`config.mk`:
```
export PLATFORM = sky130hd
export DESIGN_NAME = switch_debounce
export DESIGN_NICKNAME = d
export VERILOG_FILES = /design/src/rtl/switch_debounce.sv
export SDC_FILE = /design/constraint.sdc
export NUM_CORES = 1
export LEC_CHECK = 0
export ABC_AREA = 1
export CORE_AREA = 10 10 106 146
export CTS_BUF_LIST = sky130_fd_sc_hd__clkbuf_2
export DETAILED_ROUTE_END_ITERATION = 10
export DIE_AREA = 0 0 116 156
export PLACE_DENSITY_LB_ADDON = 0.05
export SYNTH_ARGS = -nofsm -noshare
export SYNTH_HDL_FRONTEND = slang
export SYNTH_SLANG_ARGS = --single-unit
```
`constraint.sdc`:
```
create_clock -name clock -period 4.5 [get_ports clock]
set_input_delay 0.675 -clock clock [delete_from_list [all_inputs] [get_ports clock]]
set_output_delay 0.675 -clock clock [all_outputs]
set_load 0.005 [all_outputs]
```
`src/rtl/switch_debounce.sv`:
```
// switch_debounce: two-flop synchronizer per switch bit followed by a
// per-nibble debouncer. A group's stable value is replaced only after the
// synchronized group value has held a new value for DEBOUNCE_CYCLES edges;
// changed[g] pulses for the one cycle in which stable[g] updates.
// Optional build macro SWITCH_CHANGE_COUNT_EN adds an 8-bit wrapping count
// of accepted group updates (change_count), lagging changed by one cycle.
module switch_debounce #(
    parameter  int WIDTH           = 16,
    parameter  int GROUP           = 4,
    parameter  int DEBOUNCE_CYCLES = 100000,
    localparam int NGROUPS         = WIDTH / GROUP
) (
    input  logic               clock,
    input  logic               reset,
    input  logic [WIDTH-1:0]   switch,
    output logic [WIDTH-1:0]   stable,
    output logic [NGROUPS-1:0] changed
`ifdef SWITCH_CHANGE_COUNT_EN
    ,
    output logic [7:0]         change_count
`endif
);

    localparam int            CW   = $clog2(DEBOUNCE_CYCLES) + 1;
    localparam logic [CW-1:0] LAST = CW'(DEBOUNCE_CYCLES - 1);

    logic [WIDTH-1:0]   sync1;
    logic [WIDTH-1:0]   sync2;
    logic [GROUP-1:0]   cand   [NGROUPS];
    logic [CW-1:0]      cnt    [NGROUPS];

    logic [GROUP-1:0]   cand_n [NGROUPS];
    logic [CW-1:0]      cnt_n  [NGROUPS];
    logic [WIDTH-1:0]   stable_n;
    logic [NGROUPS-1:0] changed_n;
    logic [GROUP-1:0]   s;

    // Two-stage synchronizer, no logic between the stages
    always_ff @(posedge clock or posedge reset) begin
        if (reset) begin
            sync1 <= '0;
            sync2 <= '0;
        end else begin
            sync1 <= switch;
            sync2 <= sync1;
        end
    end

    // Per-group candidate tracking and acceptance decision
    always_comb begin
        cand_n    = cand;
        cnt_n     = cnt;
        stable_n  = stable;
        changed_n = '0;
        s         = '0;
        for (int unsigned g = 0; g < NGROUPS; g++) begin
            s = sync2[g*GROUP +: GROUP];
            if (s == stable[g*GROUP +: GROUP]) begin
                cnt_n[g]  = '0;
                cand_n[g] = s;
            end else if (s != cand[g]) begin
                cand_n[g] = s;
                cnt_n[g]  = CW'(1);
            end else if (cnt[g] == LAST) begin
                stable_n[g*GROUP +: GROUP] = s;
                cnt_n[g]                   = '0;
                changed_n[g]               = 1'b1;
            end else begin
                cnt_n[g] = cnt[g] + 1'b1;
            end
        end
    end

    // Debouncer state and registered outputs
    always_ff @(posedge clock or posedge reset) begin
        if (reset) begin
            for (int unsigned g = 0; g < NGROUPS; g++) begin
                cand[g] <= '0;
                cnt[g]  <= '0;
            end
            stable  <= '0;
            changed <= '0;
        end else begin
            cand    <= cand_n;
            cnt     <= cnt_n;
            stable  <= stable_n;
            changed <= changed_n;
        end
    end

`ifdef SWITCH_CHANGE_COUNT_EN
    logic [7:0] inc;

    // Number of groups pulsing this cycle
    always_comb begin
        inc = '0;
        for (int unsigned g = 0; g < NGROUPS; g++) begin
            inc = inc + 8'(changed[g]);
        end
    end

    // Wrapping accumulation of accepted group updates
    always_ff @(posedge clock or posedge reset) begin
        if (reset) begin
            change_count <= '0;
        end else begin
            change_count <= change_count + inc;
        end
    end
`endif

endmodule
```
After elaboration in Yosys (flattened, before gate mapping)
Cells that the tools add are included.

Output and inout bits: 20. Register bits after elaboration: 140. Logic and storage cells: 79.

Add/sub/neg operators: 4. Equal/unequal tests: 12. Reduce and logical (&&, ||, !) cells: 8. Muxes and demuxes: 32. Bitwise logic cells: 8.

Operators by type and width (number): $mux W18 (12); $add A18 B1 Y18 const B (4); $eq A18 B17 Y1 const B (4); $mux W4 (8); $eq A4 B4 Y1 (4); $ne A4 B4 Y1 (4); $mux W1 (12); $reduce_and A3 Y1 (4); $not A1 Y1 (8); $reduce_bool A2 Y1 (4).

Longest topological paths before layout
Depth in word-level cells: 4. Depth in mapped cells: 9. Depth with buffers taken out: 9.

Least setup slack after synthesis
No wires, ideal clock.

Kind: reg-to-reg. From: reg cnt[18] in the netlist's numbering. To: reg cnt[28] in the netlist's numbering. Clock period less this slack: 1.460 ns. Arrival: 1.338 ns. Setup slack: 3.040 ns. Library setup time: 0.122 ns. Buffers on the path: 1. Cell stages (with the launch flop): 10. Cell sequence: dfrtp_1 > ha_1 > nand2_1 > nor2_2 > inv_1 > nor2_1 > nand3_1 > nand2_2 > buf_6 > nor2_2.

RTL lines: start, declared (RTL line 30) `logic [CW-1:0] cnt [NGROUPS];`; start signal, assigned (RTL line 85) `cnt <= cnt_n;`.

Worst setup path after layout
From: reg stable[13]. To: out stable[13].

RTL lines: start, declared (RTL line 16) `output logic [WIDTH-1:0] stable,`; start signal, assigned (RTL line 86) `stable <= stable_n;`.

No word-level cell between the ends.

==> qor.csv <==
metric,value,unit
outcome,"complete, no violations",
synth_area,6910,sq um
holdWs,0.363,ns
clk_latency,0.66,ns
critPathTopFamily,buffers and inverters,
clk_path_buf_depth,2,
routed_via_density,5.08,
gp_congestion,0.939,
reg2reg_slack,2.68,ns
synthTopCellsByCount,"nand2_1 (215), dfrtp_1 (140), inv_1 (121), nor2_1 (115), nand3_1 (68)",
track_usage,0.160,
design_area,7670,sq um
grt_max_degree,115,
die_area,18100,sq um
crit_type,flip-flop to primary output,
dp.cells,1033,
dpl_cell_area,7380,sq um
start_util,0.542,
worstMarginPinSlew,0.977,ns
clockRootBuffer,clkbuf_2,
synth_warnings,0,
io_pins,38,
cts_tree,built,
required,3.83,ns
crit_fanout,4,
design.core.area,12800,sq um
area_growth_syn_to_layout,11.0,%
hp-class,flip-flop to flip-flop,
powerDensity,297,nW/um^2
cts_made_buffers,17,
synth_fp_nets,883,
power.net_switching,0.539,mW
final_cells,1064,
reg2reg_to,cnt[52],
drc,0,
drt-total-wl,13500,um
setup_viol,0,
cp_cell_sequence,clkdlybuf4s50_1,
fin_crit,2.29,ns
synth_cells,861,
yosysSeqAreaShare,0.507,
arrival,1.62,ns
num_rows,49,
ctsHtreeMaxLevel,4,
drv_cap,0,
maxSlewHeadroom,0.349,
nFillCells,1169,
rr_startpoint,cnt[36],
power_frac_clock,0.374,
ys_types,26,
yosysMostFrequentCell,nand2_1,
fmax,437,MHz
finish.utilization,0.602,
postCtsSetupBuffers,0,
synth_seq_cells,140,
power.internal,1.74,mW
ir_drop,0.251,mV
dr.pass1.iters,5,
cp_slowest_cell,clkdlybuf4s50_1,
ys_async_sr_fraction,1.00,
fin_crit_sh,0.509,
yosys.area.top_type_share,0.507,
cts_resized,0,
slew_viol_final,0,
cp-start-kind,flip-flop,
die_h,156,um
rsz0062_at_grt,false,
numPortBuffers,37,
grt_first_pass_wirelength,24000,um
multi_input_area,2820,sq um
drt_iter0_markers,377,
synth_top_area_cell,dfrtp_1,
die_w,116,um
place_hpwl,9740,um
combPwrFrac,0.052,
critPathBufInv,1,
worstRegToRegCells,6,
synthFlopType,dfrtp_1,
cts.sinks,140,
via_count,5405,
worst_setup_path_end_kind,primary output,
p_seq_frac,0.574,
fin_nets,921,
switching_share,0.237,
fin_setup_tns,0,ns
grt_overflow_total,0,
finalHoldViolations,0,
avgRoutedWirePerCell,12.7,um
grt_pass1_vias,5560,
p_leak,3.51,nW
finalClockSkew,0.0351,ns
cp.depth,1,
antenna_found_initial,1,
hold_buffers,0,
synth-edff-count,0,
max_stage_delay,0.52,ns
drive_gt1_frac,0.113,
avgSynthCellArea,8.02,sq um
synth_area_leaders,"dfrtp_1 (51%), nand2_1 (12%), inv_1 (6.6%)",
drtAntennaViolNets,0,
clk_pin_slew,0.22,ns
seqCellArea,3500,sq um
startpoint,stable[13],
cp-endpoint,stable[13],
-- worst register-to-register path: stages, from the launching register on --
cell     delay [ns]
dfrtp_1        0.42
ha_1           0.20
nand2_1        0.10
nor2_2         0.28
nand3_1        0.25
nand2_2        0.37
nor2_1         0.10
-- placed cells by master (no fill, tap or decap), types with 13 or more instances in the layout --
cell	instances
clkbuf_2	17
clkdlybuf4s50_1	37
dfrtp_1	140
inv_1	120
nand2_1	215
nand3_1	68
nand4_1	24
nor2_1	115
nor2_2	48
nor3_1	13
xnor2_1	19
xor2_1	18
-- stage by stage --
| step | setup WS [ns] | total power [mW] |
|---|---|---|
| floorplan | 0.0721 | 1.42 |
| global placement | 2.17 | 1.45 |
| detailed placement | 2.14 | 1.45 |
| CTS | 2.13 | 2.31 |
| global route | 2.08 | 2.38 |
| finish | 2.21 | 2.28 |
-- flip-flops by register name (all words and copies together), names as in the netlist --
signal / flops
cand: 16
sync1: 16
stable: 16
sync2: 16
cnt: 72
changed: 4
-- worst min-delay path by stage --
stage,cells past startpoint,from,to
final,0,sync1[5],sync2[5]
after global routing,1,switch[1],sync1[1]
after floorplan,0,sync1[0],sync2[0]
after CTS,0,sync1[5],sync2[5]
after global placement,0,sync1[2],sync2[2]
after detailed placement,0,sync1[3],sync2[3]
-- cell families after synthesis --
kind of cell | share of synthesized area
compound gates | 0.0252
xor+xnor | 0.0469
fa+ha+maj | 0.00724
buf+inv | 0.0844
flops | 0.507
simple gates | 0.329
-- power groups by stage --
stage / registers (mW) / clock network [mW] / logic (mW)
global route: 1.31 / 0.932 / 0.137
global placement: 1.33 / 0 / 0.118
floorplan: 1.32 / 0 / 0.0916
detailed placement: 1.33 / 0 / 0.122
finish: 1.31 / 0.852 / 0.118
CTS: 1.31 / 0.884 / 0.122
-- layout make-up --
type / instances / share of cell area
Clock buffer: 17 / 0.0111
Antenna cell: 1 / 0.000326
Tap cell: 153 / 0.0250
Inverter: 129 / 0.0638
Clock inverter: 13 / 0.0261
Multi-Input combinational cell: 573 / 0.368
Sequential cell: 140 / 0.457
Timing Repair Buffer: 38 / 0.0492
-- routing by layer --
layer,share of wire,up-vias,track usage
met1,0.42,2569,0.183
met3,0.038,14,0.0362
met5,0,-,0
met4,0.013,0,0.0532
li1,-,2719,-
met2,0.53,103,0.284
(Power assumes the default switching activity.)
